$ cat src/rtl/skolem_sweep_ctrl.sv
// skolem_sweep_ctrl
// Sweeps all 16 values of a 4-bit operand t through an external combinational
// Skolem datapath and checks the returned candidate x against the bvsge/bvneg
// invertibility condition: signed(-x) >= signed(t).
//
// Ports:
//   clk          rising-edge clock
//   rst          synchronous active-high reset
//   start        begin a sweep (accepted only while idle)
//   t_out[3:0]   operand currently presented to the datapath
//   x_in[3:0]    datapath candidate for t_out (settles within one cycle)
//   busy         high while sweeping (DRIVE/CHECK)
//   done         one-cycle pulse when a sweep completes
//   pass_cnt     vectors that satisfied the check
//   fail_cnt     vectors that violated the check
//   fail_seen    sticky: at least one vector failed
//   first_fail_t t of the first failing vector, 0 if none
//
// Build option: define SKOLEM_SWEEP_STOP_ON_FAIL_EN to end the sweep at the
// first failing vector (t_out is left at the failing t).
module skolem_sweep_ctrl (
    input  logic       clk,
    input  logic       rst,
    input  logic       start,
    output logic [3:0] t_out,
    input  logic [3:0] x_in,
    output logic       busy,
    output logic       done,
    output logic [4:0] pass_cnt,
    output logic [4:0] fail_cnt,
    output logic       fail_seen,
    output logic [3:0] first_fail_t
);

    typedef enum logic [1:0] {IDLE, DRIVE, CHECK, DONE} state_t;

    state_t     state;
    state_t     state_next;
    logic [3:0] t;
    logic [3:0] neg_x;
    logic       pass;

    // Two's-complement negation truncated to 4 bits, then signed compare.
    assign neg_x = ~x_in + 4'd1;
    assign pass  = $signed(neg_x) >= $signed(t);

    assign t_out = t;
    assign busy  = (state == DRIVE) || (state == CHECK);
    assign done  = (state == DONE);

    always_ff @(posedge clk) begin
        if (rst) begin
            state <= IDLE;
        end else begin
            state <= state_next;
        end
    end

    always_comb begin
        state_next = state;
        case (state)
            IDLE:  if (start) state_next = DRIVE;
            DRIVE: state_next = CHECK;
            CHECK: begin
`ifdef SKOLEM_SWEEP_STOP_ON_FAIL_EN
                if (!pass || t == 4'hF) begin
                    state_next = DONE;
                end else begin
                    state_next = DRIVE;
                end
`else
                if (t == 4'hF) begin
                    state_next = DONE;
                end else begin
                    state_next = DRIVE;
                end
`endif
            end
            DONE:    state_next = IDLE;
            default: state_next = IDLE;
        endcase
    end

    always_ff @(posedge clk) begin
        if (rst) begin
            t            <= '0;
            pass_cnt     <= '0;
            fail_cnt     <= '0;
            fail_seen    <= 1'b0;
            first_fail_t <= '0;
        end else begin
            case (state)
                IDLE: begin
                    if (start) begin
                        t            <= '0;
                        pass_cnt     <= '0;
                        fail_cnt     <= '0;
                        fail_seen    <= 1'b0;
                        first_fail_t <= '0;
                    end
                end
                CHECK: begin
                    if (pass) begin
                        pass_cnt <= pass_cnt + 5'd1;
                    end else begin
                        fail_cnt  <= fail_cnt + 5'd1;
                        fail_seen <= 1'b1;
                        if (!fail_seen) begin
                            first_fail_t <= t;
                        end
                    end
                    // t only advances when another vector follows, so a
                    // stop-on-fail exit leaves the failing t on t_out.
                    if (state_next == DRIVE) begin
                        t <= t + 4'd1;
                    end
                end
                default: ;
            endcase
        end
    end

endmodule

$ cat config.mk
export PLATFORM = sky130hd
export DESIGN_NAME = skolem_sweep_ctrl
export DESIGN_NICKNAME = d
export VERILOG_FILES = /design/src/rtl/skolem_sweep_ctrl.sv
export SDC_FILE = /design/constraint.sdc
export NUM_CORES = 1
export LEC_CHECK = 0
export BUFFER_PORTS_ARGS = -buffer_cell sky130_fd_sc_hd__buf_2
export CAP_MARGIN = 20
export CORE_MARGIN = 1.5
export CORE_UTILIZATION = 48
export DETAILED_ROUTE_END_ITERATION = 10
export GPL_TIMING_DRIVEN = 0
export HOLD_SLACK_MARGIN = 0.05
export PLACE_DENSITY = 0.78
export SYNTH_ARGS = -nofsm -noshare
export SYNTH_HDL_FRONTEND = slang
export SYNTH_SLANG_ARGS = --single-unit
$ cat constraint.sdc
create_clock -name clk -period 2.2 [get_ports clk]
set_input_delay 0.33 -clock clk [delete_from_list [all_inputs] [get_ports clk]]
set_output_delay 0.33 -clock clk [all_outputs]
set_load 0.01 [all_outputs]
==> results of run 1 <==
cells by family after synthesis:
family          after synthesis
fa+ha+maj                    11
compound gates               32
flops                        21
mux                           4
xor+xnor                      6
simple gates                 47
buf+inv                      11
metal layers:
metal | vias to the layer above | GRT usage
met5 | - | 0
met4 | 0 | 0.0641
met3 | 4 | 0.0593
met2 | 21 | 0.388
met1 | 517 | 0.246
li1 | 541 | -
power groups by stage:
stage | clock [uW] | combinational, uW | sequential [uW]
final | 196 | 354 | 444
after global routing | 211 | 398 | 450
after CTS | 201 | 353 | 445
after detailed placement | 0 | 349 | 453
after global placement | 0 | 336 | 450
after floorplan | 0 | 259 | 452
registers in the layout (all words and copies together), names as in the netlist:
name,cells
fail_cnt,5
pass_cnt,5
first_fail_t,4
t_out,4
state,2
fail_seen,1
critical path, stage by stage (launching register included):
cell and delay (ns):
dfxtp_1 0.46, inv_1 0.07, ha_1 0.30, nor3_1 0.29, mux2i_4 0.16, a21oi_1 0.21
o21ai_1 0.15, a22o_1 0.25
cell usage in the layout (no fill, tap or decap), drive strengths merged, types with 2 or more instances in the layout:
cell and instances:
a22o 4, buf 29, clkbuf 4, nor2b 3
a21oi 11, dfxtp 21, inv 8, and3 2
nor3 2, mux2i 3, o21ai 7, nand4 6
nand2 6, xnor2 5, or3 3, a31oi 3
nor2 13, nand2b 4, ha 11
per-stage QoR:
step                setup slack (ns)  setup TNS [ns]  power, uW  utilization  hold WS [ns]
global placement             0.00534               0        786        0.595         0.467
floorplan                      0.202               0        711            -         0.502
finish                         0.204               0        994        0.607         0.235
CTS                            0.195               0        999        0.607         0.231
global route                  0.0275               0       1060        0.607         0.230
detailed placement           -0.0700          -0.296        802        0.595         0.469
final cells by class:
class,instances,share of cell area
plain buffers,3,0.0215
inverters,8,0.0215
multi-input cells,100,0.518
repair buffers,26,0.0934
clock buffers,4,0.0189
well taps,28,0.0251
flip-flops and latches,21,0.302
final timing paths:
| kind | from | to | slack [ns] | cells past startpoint |
|---|---|---|---|---|
| setup / recovery | t_out[2] | first_fail_t[0] | 0.20 | 7 |
| hold / removal | rst | fail_cnt[1] | 0.24 | 2 |
| setup reg to reg | t_out[2] | first_fail_t[0] | 0.20 | 7 |
| hold reg to reg | first_fail_t[0] | first_fail_t[0] | 0.50 | 1 |
==> key figures, run 1 <==
Status
  – Result of the run: finished, final reports clean

Clock tree
  – CTS root buf: clkbuf_4
  – Clock latency at the later pin of the worst-skew pair: 0.31 ns
  – Clock buffer count from CTS: 3
  – CTS tree: done
  – Buffer count from post-CTS setup fixing: 0
  – CTS-repair resized insts: 0
  – Post-CTS Hold Buffers: 0
  – Sink Count: 21
  – Clk pin slew, worst setup/hold paths: 0.12 ns
  – Max Buffers Root-to-Sink: 2
  – Number of levels the H-tree was split into: 1

Floorplanning
  – Cell Rows: 17
  – Area enclosed by the die boundary: 0.00281 mm^2
  – Effective utilization at floorplan: 0.523
  – Area of the placeable core: 0.00230 mm^2
  – I/O pins: 28
  – Die Span X: 53.1 um
  – Die Y-Extent: 53.1 um

Drt
  – Final wirelength: 2.57 mm
  – Vias per inst: 5.70
  – Total length of routed met2 wires: 1.28 mm
  – Count of unresolved DRC violations after routing: 0
  – DRT met1 WL: 1.18 mm
  – Uppermost metal layer occupied by signal nets: met4
  – Count of routing violations after the opening detailed-route iteration: 18
  – Via total after detailed routing: 1083
  – Antenna-violating nets left: 0
  – Met3 Routed Length: 86 um
  – First-pass iteration count of the detailed router: 4
  – Detail-routed net length per standard cell: 13.5 um

STA
  – Relative slew slack: 0.674
  – Final max-slew violation count: 0
  – Actual slew at the worst max-slew pin: 0.475 ns
  – Maximum achievable frequency: 0.501 GHz
  – Share of the clock period used by the worst path: 0.907
  – Final hold violations: 0
  – Final setup skew: 0.00592 ns
  – Final critical-path required period: 2.00 ns
  – Unrepaired setup endpoints after global routing: false
  – Setup Viol. Count Final: 0

Synthesis
  – Post-synth net total: 150
  – Flop and latch count out of synthesis: 21
  – Most instantiated flip-flop cell in the synthesis netlist: dfxtp_1
  – Proportion of synthesized area in mux cells: 0.0479
  – Area fraction in and, or, nand and nor cells after synthesis: 0.220
  – Synth Area in XOR/XNOR: 0.0437
  – Average size of a mapped cell: 9.11 um^2
  – Main combinational cell family by area after synthesis: simple AND/OR/NAND/NOR gates
  – Cell taking the most area after synthesis: dfxtp_1
  – Post-Syn Area: 0.00120 mm^2
  – Register area share after synthesis: 0.350
  – Commonest cells in the synthesized netlist: dfxtp_1, nor2_1, a21oi_1, ha_1, inv_1
  – Leading cell types by total area after synthesis: dfxtp_1, ha_1, a21oi_1
  – Async set-or-reset flop fraction in the synthesized netlist: 0
  – Warning count from the yosys run: 0
  – Compound-Gate Fraction of Synth Area: 0.175
  – Number of enable-type register cells in the synthesized netlist: 0
  – Adder and majority cell fraction of the synthesized area: 0.114
  – Syn Inst Count: 132
  – Share of Yosys cell area claimed by the top area cell type: 0.350
  – Number of distinct library cell variants in the gate-level netlist after synthesis: 41
  – Top-count cell post-synth: dfxtp_1

Pwr
  – Net switching power of the design: 365 uW
  – Cell area power density: 713 mW/mm^2
  – Share of total power in combinational logic: 0.356
  – Fraction of power spent switching nets: 0.368
  – Peak VDD IR: 0.475 mV
  – Leakage power figure: 0.000628 uW
  – Share of power burned in registers: 0.447
  – Fraction of power consumed by the clock network: 0.197
  – Int Power: 628 uW

Min path
  – Type of the worst min-delay path: in2reg

Place
  – Number of buffers added on ports: 26
  – Standard cell area after detailed placement: 0.00137 mm^2
  – Count of placed standard cells including taps: 186
  – Weighted congestion at the end of routability-driven global placement: 0.859
  – Half-perimeter wire length after placement: 1.93 mm

Finish
  – Seq. cell area: 420 um^2
  – Area growth syn-to-layout: 15.9%
  – Ant diodes: 0
  – Area occupied by multi-input gates: 722 um^2
  – Number of filler instances in the final layout: 213
  – Final standard cell count with taps included and fillers excluded: 190
  – Fraction of final layout cells with drive strength greater than 1: 0.253
  – Number of nets in the final layout: 181
  – Post-Layout Inst Area: 0.00139 mm^2

Critical path
  – Signal arrival time at the worst endpoint: 2.21 ns
  – Critical setup path kind: reg2reg
  – Kind of capture point of the worst setup path: register
  – Critical path startpoint category: register
  – Largest driver fanout on the critical path: 6
  – Data required time at the worst endpoint: 2.42 ns

Global route
  – Wire length of the first global-routing pass: 4.44 mm
  – Pin count of the biggest net entering global routing: 12
  – Antenna violations before repair: 0
  – GRT Util Overall: 0.216
  – Via count of the first global-routing pass: 996
  – Overflow left after global routing: 0

Job
  – # Max-Cap Violations: 0
(Power assumes the default switching activity.)
==> inputs of run 2 (changes only) <==
ABC_AREA = 1   (was default)
==> key figures, run 2 <==
Status
  – Result of the run: finished, final reports clean

Synthesis
  – Share of Yosys cell area claimed by the top area cell type: 0.330
  – Proportion of synthesized area in mux cells: 0
  – Number of enable-type register cells in the synthesized netlist: 0
  – Warning count from the yosys run: 0
  – Async set-or-reset flop fraction in the synthesized netlist: 0
  – Average size of a mapped cell: 7.57 um^2
  – Area fraction in and, or, nand and nor cells after synthesis: 0.319
  – Most instantiated flip-flop cell in the synthesis netlist: dfxtp_1
  – Post-Syn Area: 0.00127 mm^2
  – Syn Inst Count: 168
  – Number of distinct library cell variants in the gate-level netlist after synthesis: 28
  – Post-synth net total: 186
  – Leading cell types by total area after synthesis: dfxtp_1, nand2_1, ha_1
  – Top-count cell post-synth: nand2_1
  – Register area share after synthesis: 0.330
  – Main combinational cell family by area after synthesis: simple AND/OR/NAND/NOR gates
  – Adder and majority cell fraction of the synthesized area: 0.108
  – Synth Area in XOR/XNOR: 0.0619
  – Compound-Gate Fraction of Synth Area: 0.100
  – Cell taking the most area after synthesis: dfxtp_1
  – Commonest cells in the synthesized netlist: nand2_1, dfxtp_1, inv_1
  – Flop and latch count out of synthesis: 21

STA
  – Final setup skew: 0.00187 ns
  – Final critical-path required period: 1.66 ns
  – Maximum achievable frequency: 0.601 GHz
  – Final max-slew violation count: 0
  – Worst Hold Slack: 0.253 ns
  – Unrepaired setup endpoints after global routing: false
  – Setup Viol. Count Final: 0
  – Final hold violations: 0
  – Actual slew at the worst max-slew pin: 0.528 ns
  – Share of the clock period used by the worst path: 0.757
  – Relative slew slack: 0.648
  – Final TNS setup: 0 ns

Pwr
  – Share of power burned in registers: 0.377
  – Peak VDD IR: 0.550 mV
  – Net switching power of the design: 576 uW
  – Leakage power figure: 0.000712 uW
  – Fraction of power consumed by the clock network: 0.143
  – Cell area power density: 890 mW/mm^2
  – Fraction of power spent switching nets: 0.440
  – Int Power: 734 uW
  – Share of total power in combinational logic: 0.480

Place
  – Number of buffers added on ports: 27
  – Half-perimeter wire length after placement: 2.17 mm
  – Weighted congestion at the end of routability-driven global placement: 0.818

Critical path
  – Setup crit start: state[0]
  – Kind of capture point of the worst setup path: register
  – Signal arrival time at the worst endpoint: 1.91 ns
  – Data required time at the worst endpoint: 2.44 ns
  – Critical path startpoint category: register
  – Critical setup path kind: reg2reg
  – Largest driver fanout on the critical path: 7
  – Startpoint of the worst register-to-register path: state[0]

Clock tree
  – Post-CTS Hold Buffers: 0
  – Max Buffers Root-to-Sink: 2
  – Buffer count from post-CTS setup fixing: 0
  – Clock buffer count from CTS: 3
  – Clk pin slew, worst setup/hold paths: 0.11 ns
  – CTS tree: done
  – Number of levels the H-tree was split into: 1
  – Sink Count: 21
  – CTS root buf: clkbuf_4
  – Clock latency at the later pin of the worst-skew pair: 0.30 ns
  – CTS-repair resized insts: 0

Floorplanning
  – Area of the placeable core: 0.00250 mm^2
  – Effective utilization at floorplan: 0.509
  – Die Span X: 54.5 um
  – Die Y-Extent: 54.5 um
  – Cell Rows: 18
  – I/O pins: 28
  – Area enclosed by the die boundary: 0.00297 mm^2

Global route
  – Via count of the first global-routing pass: 1074
  – Wire length of the first global-routing pass: 4.54 mm
  – Pin count of the biggest net entering global routing: 12
  – Antenna violations before repair: 0
  – Overflow left after global routing: 0
  – GRT Util Overall: 0.211

Drt
  – Via total after detailed routing: 1186
  – First-pass iteration count of the detailed router: 4
  – Vias per inst: 5.18
  – Final wirelength: 2.75 mm
  – Count of unresolved DRC violations after routing: 0
  – Count of routing violations after the opening detailed-route iteration: 24
  – Detail-routed net length per standard cell: 12.0 um
  – Antenna-violating nets left: 0

Finish
  – Number of filler instances in the final layout: 226
  – Most common library cell in the layout ignoring fill and taps: nand2_1
  – Area growth syn-to-layout: 15.6%
  – Fraction of final layout cells with drive strength greater than 1: 0.231
  – Most frequent cells in the layout: nand2_1, buf_2, inv_1, dfxtp_1
  – Number of nets in the final layout: 218
  – Ant diodes: 0
  – Top flop regs: fail_cnt: 5 flops, pass_cnt: 5 flops

Min path
  – Worst Min Path Start: rst
  – Type of the worst min-delay path: in2reg

Job
  – # Max-Cap Violations: 0
[run 2: cell types whose count changed after synthesis, sizes merged, moves of 4 or more]
cell	previous run	this run
nand2	6	40
inv	8	21
nand3	1	13
nor2	13	18
a21oi	11	15
a22o	4	0
nand2b	4	0
[run 2: worst paths after layout]
kind	endpoint	slack, ns	cells after the start
setup / recovery	t_out[2]	0.54	9
hold / removal	pass_cnt[1]	0.25	2
setup reg to reg	t_out[2]	0.54	9
hold reg to reg	fail_cnt[4]	0.51	2
[run 2: metal layers]
metal / share of wire / track usage
met3: 0.048 / 0.0601
met5: 0 / 0
met2: 0.49 / 0.373
met4: 0.013 / 0.0583
met1: 0.45 / 0.247
[run 2: layout make-up]
| class | count | area (um^2) | area share |
|---|---|---|---|
| inverters | 22 | 82.6 | 0.0561 |
| clock buffers | 4 | 26.3 | 0.0179 |
| flip-flops and latches | 21 | 420 | 0.286 |
| repair buffers | 27 | 135 | 0.0918 |
| multi-input cells | 122 | 749 | 0.509 |
| well taps | 30 | 37.5 | 0.0255 |
| plain buffers | 3 | 20.0 | 0.0136 |
[run 2: cells by family (layout without fill, tap and decap cells)]
logic type               count (synthesis)  in the layout
AO/OA/AOI/OAI                           22             22
adder cells (fa/ha/maj)                 11             11
flip-flops                              21             21
XOR/XNOR                                 9              9
buffers and inverters                   25             56
AND/OR/NAND/NOR                         80             80
[run 2: critical path, stage by stage, from the launching register on]
cell and delay (ns):
dfxtp_1 0.39, inv_1 0.09, ha_1 0.27, nor2_2 0.26, nor2_8 0.09, nand2_4 0.10, nand2_1 0.11, clkinv_1 0.10
o21ai_1 0.07, a21oi_1 0.12
[run 2: power by group through the flow]
| stage | registers (uW) | logic, uW | clock network (uW) |
|---|---|---|---|
| final | 494 | 629 | 187 |
| after global routing | 505 | 709 | 211 |
| after CTS | 494 | 630 | 192 |
| after detailed placement | 502 | 626 | 0 |
| after global placement | 497 | 601 | 0 |
| after floorplan | 516 | 451 | 0 |
[run 2: stage by stage]
step                cells  setup WS, ns  total power, uW  instance area (um^2)   util
floorplan             168         0.525              967                  1270      -
global placement      225         0.308             1100                  1450  0.578
detailed placement    225         0.257             1130                  1450  0.578
CTS                   229         0.523             1320                  1470  0.589
global route          229         0.367             1420                  1470  0.589
finish                229         0.535             1310                  1470  0.589
